`config.mk`:
```
export PLATFORM = sky130hd
export DESIGN_NAME = rv32i_mem_arbiter
export DESIGN_NICKNAME = d
export VERILOG_FILES = /design/src/rtl/rv32i_arb_pkg.sv /design/src/rtl/rv32i_arb_tag_fifo.sv /design/src/rtl/rv32i_mem_arbiter.sv
export SDC_FILE = /design/constraint.sdc
export NUM_CORES = 1
export LEC_CHECK = 0
export ABC_AREA = 0
export ABC_CLOCK_PERIOD_IN_PS = 2400
export BUFFER_PORTS_ARGS = -buffer_cell sky130_fd_sc_hd__buf_4
export CORE_AREA = 2 2 109 111
export CTS_CLUSTER_SIZE = 25
export DETAILED_ROUTE_END_ITERATION = 10
export DIE_AREA = 0 0 111 113
export PLACE_DENSITY = 0.54
export SYNTH_ARGS = -nofsm -noshare
export SYNTH_HDL_FRONTEND = slang
export SYNTH_SLANG_ARGS = --single-unit
```
`constraint.sdc`:
```
create_clock -name clk -period 2.4 [get_ports clk]
set_input_delay 0.12 -clock clk [delete_from_list [all_inputs] [get_ports clk]]
set_output_delay 0.12 -clock clk [all_outputs]
set_load 0.01 [all_outputs]
```
`src/rtl/rv32i_arb_pkg.sv`:
```
// Shared definitions for the RV32I instruction/data memory arbiter:
// FSM encodings, owner tags for outstanding reads, and the fetch byte-enable.
package rv32i_arb_pkg;

  typedef enum logic [1:0] {
    ARB_IDLE   = 2'd0,
    ARB_LOCK_I = 2'd1,
    ARB_LOCK_D = 2'd2
  } arb_state_e;

  localparam logic TAG_I = 1'b0;
  localparam logic TAG_D = 1'b1;

  localparam logic [3:0] I_FETCH_BYTEENABLE = 4'hF;

endpackage

```
`src/rtl/rv32i_arb_tag_fifo.sv`:
```
// Owner-tag FIFO: one bit per read issued to the slave, popped as the
// in-order responses come back so each response reaches the right master.
module rv32i_arb_tag_fifo #(
  parameter int LOG2_DEPTH = 2
) (
  input  logic clk,
  input  logic reset,
  input  logic push,
  input  logic push_tag,
  input  logic pop,
  output logic full,
  output logic empty,
  output logic head
);

  localparam int DEPTH = 1 << LOG2_DEPTH;

  logic [DEPTH-1:0]      mem_q, mem_d;
  logic [LOG2_DEPTH-1:0] wr_ptr_q, wr_ptr_d;
  logic [LOG2_DEPTH-1:0] rd_ptr_q, rd_ptr_d;
  logic [LOG2_DEPTH:0]   count_q, count_d;
  logic                  push_ok, pop_ok;

  // Count never exceeds DEPTH, so its MSB alone signals full.
  assign full  = count_q[LOG2_DEPTH];
  assign empty = (count_q == '0);
  assign head  = mem_q[rd_ptr_q];

  always_comb begin
    mem_d    = mem_q;
    wr_ptr_d = wr_ptr_q;
    rd_ptr_d = rd_ptr_q;
    count_d  = count_q;
    push_ok  = push & ~full;
    pop_ok   = pop & ~empty;
    if (push_ok) begin
      mem_d[wr_ptr_q] = push_tag;
      wr_ptr_d        = wr_ptr_q + 1'b1;
    end
    if (pop_ok) begin
      rd_ptr_d = rd_ptr_q + 1'b1;
    end
    case ({push_ok, pop_ok})
      2'b10:   count_d = count_q + 1'b1;
      2'b01:   count_d = count_q - 1'b1;
      default: count_d = count_q;
    endcase
  end

  always_ff @(posedge clk) begin
    if (reset) begin
      mem_q    <= '0;
      wr_ptr_q <= '0;
      rd_ptr_q <= '0;
      count_q  <= '0;
    end else begin
      mem_q    <= mem_d;
      wr_ptr_q <= wr_ptr_d;
      rd_ptr_q <= rd_ptr_d;
      count_q  <= count_d;
    end
  end

endmodule

```
`src/rtl/rv32i_mem_arbiter.sv`:
```
// Two-master (instruction fetch, load/store) to one-slave Avalon-MM arbiter
// with zero-latency grant, stall locking and in-order read response routing.
module rv32i_mem_arbiter
  import rv32i_arb_pkg::*;
#(
  parameter int DATA_PRIORITY        = 0,
  parameter int LOG2_MAX_OUTSTANDING = 2
) (
  input  logic        clk,
  input  logic        reset,
  input  logic [31:0] i_address,
  input  logic        i_read,
  output logic        i_waitrequest,
  output logic [31:0] i_readdata,
  output logic        i_readdatavalid,
  input  logic [31:0] d_address,
  input  logic        d_read,
  input  logic        d_write,
  input  logic [31:0] d_writedata,
  input  logic [3:0]  d_byteenable,
  output logic        d_waitrequest,
  output logic [31:0] d_readdata,
  output logic        d_readdatavalid,
  output logic [31:0] m_address,
  output logic        m_read,
  output logic        m_write,
  output logic [31:0] m_writedata,
  output logic [3:0]  m_byteenable,
  input  logic        m_waitrequest,
  input  logic [31:0] m_readdata,
  input  logic        m_readdatavalid,
  output logic        rsp_error
);

  // Handshake: a command transfers in any cycle where m_read|m_write is high
  // and m_waitrequest is low; a requester sees waitrequest low only then.

  arb_state_e state_q, state_d;
  logic       rr_q, rr_d;
  logic       rsp_error_q, rsp_error_d;

  logic fifo_full, fifo_empty, fifo_head;
  logic rd_ok, elig_i, elig_d;
  logic gnt_i, gnt_d;
  logic accept, push, pop;

  rv32i_arb_tag_fifo #(
    .LOG2_DEPTH(LOG2_MAX_OUTSTANDING)
  ) u_tag_fifo (
    .clk      (clk),
    .reset    (reset),
    .push     (push),
    .push_tag (gnt_d),
    .pop      (pop),
    .full     (fifo_full),
    .empty    (fifo_empty),
    .head     (fifo_head)
  );

  always_comb begin
    rd_ok  = ~fifo_full;
    elig_i = i_read & rd_ok;
    elig_d = d_write | (d_read & rd_ok);
    gnt_i  = 1'b0;
    gnt_d  = 1'b0;
    case (state_q)
      ARB_LOCK_I: gnt_i = 1'b1;
      ARB_LOCK_D: gnt_d = 1'b1;
      default: begin
        if (elig_i && elig_d) begin
          // rr_q holds the last master granted; the other one wins now.
          if ((DATA_PRIORITY != 0) || (rr_q == TAG_I)) gnt_d = 1'b1;
          else                                         gnt_i = 1'b1;
        end else begin
          gnt_i = elig_i;
          gnt_d = elig_d;
        end
      end
    endcase
    if (reset) begin
      gnt_i = 1'b0;
      gnt_d = 1'b0;
    end

    m_address     = gnt_i ? i_address : d_address;
    m_writedata   = d_writedata;
    m_byteenable  = gnt_i ? I_FETCH_BYTEENABLE : d_byteenable;
    m_read        = ((gnt_i & i_read) | (gnt_d & d_read)) & rd_ok;
    m_write       = gnt_d & d_write;
    accept        = (m_read | m_write) & ~m_waitrequest;
    i_waitrequest = ~(gnt_i & accept);
    d_waitrequest = ~(gnt_d & accept);

    state_d = state_q;
    if (accept || !(m_read || m_write)) state_d = ARB_IDLE;
    else if (gnt_i)                     state_d = ARB_LOCK_I;
    else if (gnt_d)                     state_d = ARB_LOCK_D;

    rr_d = rr_q;
    if (accept) rr_d = gnt_d ? TAG_D : TAG_I;

    push        = accept & m_read;
    pop         = m_readdatavalid & ~fifo_empty;
    rsp_error_d = rsp_error_q | (m_readdatavalid & fifo_empty);

    i_readdata      = m_readdata;
    d_readdata      = m_readdata;
    i_readdatavalid = pop & (fifo_head == TAG_I) & ~reset;
    d_readdatavalid = pop & (fifo_head == TAG_D) & ~reset;
    rsp_error       = rsp_error_q;
  end

  always_ff @(posedge clk) begin
    if (reset) begin
      state_q     <= ARB_IDLE;
      rr_q        <= TAG_D;
      rsp_error_q <= 1'b0;
    end else begin
      state_q     <= state_d;
      rr_q        <= rr_d;
      rsp_error_q <= rsp_error_d;
    end
  end

endmodule

```
-- Word level (Yosys, flattened, before mapping)
Cells that the tools add are included.
- flip-flop bits (word level): 15
- input port bits: 139
- output and inout bits: 139
- add/sub/neg operators: 4
- reductions and logical operators: 10
- eq/ne operators: 4
- mux-type cells: 19
- bitwise logic cells: 29
- order comparisons: 3
- operator list (kind ; count):
    $mux 32 ; 1
    $and 1x1->1 ; 18
    $mux 1 ; 11
    $not 1->1 ; 7
    $lt 2x3->1 const B ; 2
    $pmux 3 s2 ; 1
    $add 2x1->2 const B ; 2
    $bwmux 4 ; 1
    $eq 2x1->1 const B ; 2
    $eq 2x2->1 const B ; 2
    $mux 4 ; 1
    $or 1x1->1 ; 4
    $pmux 1 s2 ; 2
    $reduce_bool 2->1 ; 2
    $add 3x1->3 const B ; 1
    $logic_not 3->1 ; 1
    $reduce_or 3->1 ; 1
    $sub 3x1->3 const B ; 1
    $bmux 1 s2 ; 1
    $demux 1 s2 ; 1
    $ge 2x1->1 const B ; 1
    $logic_and 1x1->1 ; 2
    $logic_or 1x1->1 ; 2
    $reduce_or 2->1 ; 1
    $logic_not 1->1 ; 1

-- Longest topological paths before layout
- depth after elaboration: 16
- mapped depth: 13

-- Hierarchy
Synthesis repeated with hierarchy kept, for this count alone.
- cells, all modules: 246
- area total of the unflattened synthesis: 2208.4 um^2
- by module, submodules not included (module ; times used ; area an instance (um^2) ; cells an instance ; sequential area each (um^2)):
    rv32i_mem_arbiter ; 1 ; 1640.3 ; 181 ; 80.1
    rv32i_arb_tag_fifo ; 1 ; 568.0 ; 65 ; 220.2

-- Worst setup path after synthesis
No wires, ideal clock.
- kind: reg-to-reg
- start point: register state_q[0]
- end point: register u_tag_fifo.count_q[2]
- period minus slack after synthesis: 2.580 ns
- arrival: 2.509 ns
- library setup time: 0.071 ns
- stages on the path, launching flop included: 14
- setup slack: -0.180 ns
- cells stage by stage: dfxtp_1 inv_1 ha_1 o21ba_2 nand2_1 o32ai_4 buf_6 inv_1 ha_1 inv_1 fa_1 xor2_1 or3_1 a21oi_1
- word-level cells in the longest chain between the ends: 12
- RTL lines (element ; RTL line ; text):
    from (decl) ; rv32i_mem_arbiter.sv:38 ; arb_state_e state_q, state_d;
    from (signal assigned) ; rv32i_mem_arbiter.sv:119 ; state_q <= state_d;
    $eq 2x2->1 / $eq 2x1->1 (equally long branches) ; rv32i_mem_arbiter.sv:66 ; case (state_q)
    $pmux 1 s2 ; rv32i_mem_arbiter.sv:66 ;
    $mux 1 ; rv32i_mem_arbiter.sv:80 ; if (reset) begin
    $and 1x1->1 ; rv32i_mem_arbiter.sv:88 ; m_read = ((gnt_i & i_read) | (gnt_d & d_read)) & rd_ok;
    $or 1x1->1 ; rv32i_mem_arbiter.sv:88 ;
    $and 1x1->1 ; rv32i_mem_arbiter.sv:88 ;
    $or 1x1->1 ; rv32i_mem_arbiter.sv:90 ; accept = (m_read | m_write) & ~m_waitrequest;
    $and 1x1->1 ; rv32i_mem_arbiter.sv:90 ;
    $and 1x1->1 (*) ; rv32i_mem_arbiter.sv:102 ; push = accept & m_read;
    $and 1x1->1 (*) ; rv32i_arb_tag_fifo.sv:34 ; push_ok = push & ~full;
    $eq 2x1->1 / $eq 2x2->1 (equally long branches) ; rv32i_arb_tag_fifo.sv:43 ; case ({push_ok, pop_ok})
    $pmux 3 s2 / $reduce_bool 2->1 (equally long branches) ; -- ;
    to (signal assigned) ; rv32i_arb_tag_fifo.sv:60 ; count_q <= count_d;
    to (decl) ; rv32i_arb_tag_fifo.sv:21 ; logic [LOG2_DEPTH:0] count_q, count_d;
Mark *: on every way between the ends. The rest lies on a longest branch, timed or not.
A chain may end at the register's enable or synchronous reset.

-- Worst setup path in the final report
- start point: register state_q[0]
- end point: output port m_address[12]
- word-level cells in the longest chain between the ends: 4
- RTL lines (element ; RTL line ; text):
    $eq 2x2->1 / $eq 2x1->1 (equally long branches) ; rv32i_mem_arbiter.sv:66 ;
    $pmux 1 s2 (*) ; rv32i_mem_arbiter.sv:66 ;
    $mux 1 (*) ; rv32i_mem_arbiter.sv:80 ;
    $mux 32 (*) ; rv32i_mem_arbiter.sv:85 ; m_address = gnt_i ? i_address : d_address;
    to (decl) ; rv32i_mem_arbiter.sv:24 ; output logic [31:0] m_address,
Marked as above.

==> metrics.md <==
| Metric | Value |
|---|---|
| CP required | 2.28 ns |
| FILL cells | 1200 |
| Post-Syn Instances | 238 |
| MaxCap Viol Count | 0 |
| Post-Syn Nets | 385 |
| Initial antenna violation count | 0 |
| Post-Route WL | slightly above 6 mm |
| CTS Buf Count | 3 |
| DR DRC count | 0 |
| Core Area | 11270 um2 |
| Longest Clk Path Bufs | 2 |
| CTS Hold Bufs | 0 |
| FF+latch count, synth | 15 |
| Clock slew at reported path FFs | ~0.05 ns |
| Finished Cell Area | 2713 um2 |
| Cell variety after synth | 40 |
| DR WL/cell | roughly 15 um |
| All-Layer GR Usage | around 9% |
| Latest clock arrival within the worst-skew pair | 0.24 ns |
| Global-route wire length before repair | 9.135 mm |
| Largest area contributor in the netlist | buf_4 |
| DP Wirelength | 5.044 mm |
| DR pass1 iterations | 6 |
| Pwr dens | between 500 and 600 nW/um2 |
| Post-synth EDFFs | 0 |
| Maximum VDD drop | 0.0005379 V |
| Sequential share of the synthesized area | 13.69% |
| Largest net degree at the start of global routing | 21 |
| Ys flop type | dfxtp_1 |
| Dpl cells | approximately 400 |
| CTS Root Cell | clkbuf_16 |
| Async S/R FF share, synth | 0% |
| Slew @ Worst Pin | roughly 0.31 ns |
| Commonest cells in the netlist | buf_4, mux2_4, dfxtp_1, inv_1, nor2_1 |
| Worst-path fanout max | 12 |
| Fin crit share | ~97% |
| Vias in the first global route | 1670 |
| Status | finished, final reports clean |
| H-tree Lvls | 1 |
| Synthesized area | around 2200 um2 |
| Final non-filler cell total | 412 |
| WP data arrival | 2.21 ns |
| Final net count | 417 |
| Die X | 111 um |
| CTS tree | done |
| Starting density of the core | between 10% and 20% |
| Inserted Diodes | 0 |
| Placed Area | around 2500 um2 |
| Synthesis warning total | 0 |
| Min Tclk post-route | 2.335 ns |
| IO buf count | 117 |
| Peak Freq | 428.3 MHz |
| Slew headroom | 79.09% |
| Final Skew | 0.002640 ns |
| Post-synth top area share | 32.86% |
| Via count | 1659 |
| Hold Path Class | in -> reg |
| Final ANT Viol Nets | 0 |
| IO Pins | 278 |
| Clock sinks | 15 |
| Most common cell in the synthesized netlist | buf_4 |
| Worst setup SP type | register |
| Gpl congestion | 0.7830 |
| Top cells by area, synth | buf_4, mux2_4, dfxtp_1, ha_1, mux2_2 |
| Ratio of cells with drive above 1 in the final layout | 70.26% |
| Area growth, synth to finish | 23.67% |
| Die area | 12540 um2 |
| Slew Limit Fails | 0 |
| Starting DRC count in detailed routing | 25 |
| Fin. Hold Viols | 0 |
| Die H | roughly 110 um |
| Syn Area/Cell | 9.216 um2 |
| Count of endpoints failing setup in the final report | 0 |
| LEAKAGE | 1.287 nW |
| Via/cell ratio | just over 4 |
| GR Overflow Total | 0 |
| CP Class | reg -> out |
| CP endpoint kind | primary output |
| Site row count | 39 |
| RSZ-0062 raised after global routing | yes |
[through the flow]
| step | util, % | TNS [ns] | hold slack (ns) | setup WS (ns) | power, mW |
|---|---|---|---|---|---|
| 2_1_floorplan | - | 0 | 0.2607 | 0.004644 | 0.9398 |
| 3_3_place_gp | 22.41 | 0 | 0.2401 | 0.09061 | 1.051 |
| 3_5_place_dp | 22.41 | 0 | 0.2401 | 0.04669 | 1.065 |
| 4_1_cts | 23.61 | 0 | 0.1123 | 0.01237 | 1.431 |
| 5_1_grt | 24.06 | -0.2294 | 0.1771 | -0.04605 | 1.545 |
| 6_report | 24.06 | 0 | 0.1122 | 0.06515 | 1.447 |
[placed cells by master, fill, tap and decap left out, types with 2 or more instances in the layout]
cell,netlist,layout
ha_4,0,2
xnor2_1,2,2
clkbuf_16,0,3
inv_2,0,3
nor3_1,2,2
buf_6,1,2
buf_4,96,124
a31o_2,4,4
or3_1,2,2
nor2_1,11,11
o22ai_1,2,2
mux2_2,7,7
nand2_1,3,2
ha_1,7,5
buf_12,2,2
nand2b_1,6,6
dfxtp_1,15,14
nand3b_1,3,3
inv_1,13,10
or2_2,4,4
a21oi_1,10,9
mux2_4,25,25
xor2_1,3,3
[cell type report]
class / instances / area, um2 / area share [%]
clock buffers: 3 / 75.07 / 2.768
clock inverters: 1 / 5.005 / 0.1845
inverters: 13 / 48.80 / 1.799
multi-input cells: 108 / 1082 / 39.90
flip-flops and latches: 15 / 301.5 / 11.12
well taps: 143 / 178.9 / 6.596
repair buffers: 129 / 1021 / 37.64
[worst max-delay path: stages (launching register included)]
cell and delay, ns:
dfxtp_2 0.34, inv_2 0.05, ha_4 0.28, inv_1 0.06, o31a_1 0.33, nor2_8 0.20
buf_12 0.12, buf_16 0.14, mux2_4 0.30, buf_4 0.14
[path summary, 6_finish.rpt]
kind         cells after the start             from  slack (ns)                    end
max                              9       state_q[0]        0.07          m_address[12]
min                              3  m_readdatavalid        0.11              rsp_error
max reg2reg                     12       state_q[0]        0.08  u_tag_fifo.count_q[2]
min reg2reg                      2        rsp_error        0.48              rsp_error
[registers in the layout, summed over array words and instances, names as in the netlist]
| name | count |
|---|---|
| state_q | 2 |
| u_tag_fifo.wr_ptr_q | 2 |
| rsp_error | 1 |
| rr_q | 1 |
| u_tag_fifo.rd_ptr_q | 2 |
| u_tag_fifo.count_q | 3 |
| u_tag_fifo.mem_q | 4 |
[metal layers]
metal	vias up	wire, um	global-route usage, %
met3	10	793	4.660
met1	731	2033	8.969
met2	167	3161	16.24
li1	751	-	-
met4	0	131	2.333
met5	-	0	0.7843
[what timing repair did]
item | CTS | global route
gates resized for setup | 0 | 7
pin swaps | 2 | 2
setup buffers | 3 | 3
endpoints found under the setup margin | 4 | 20
cloned | 1 | 0
endpoints found under the hold margin | 0 | 0
[logic make-up after synthesis]
| family | synth area share (%) |
|---|---|
| buf+inv | 38.50 |
| simple gates | 10.78 |
| mux | 22.19 |
| compound gates | 7.929 |
| flops | 13.69 |
| fa+ha+maj | 4.906 |
| xor+xnor | 1.997 |
[where the power goes]
part / internal [mW] / switching, mW / total [mW]
sequential: 0.288 / 0.0347 / 0.323
clock: 0.222 / 0.102 / 0.324
combinational: 0.467 / 0.333 / 0.800
total: 0.977 / 0.470 / 1.45
No activity file was read; power rests on OpenSTA's default activity.
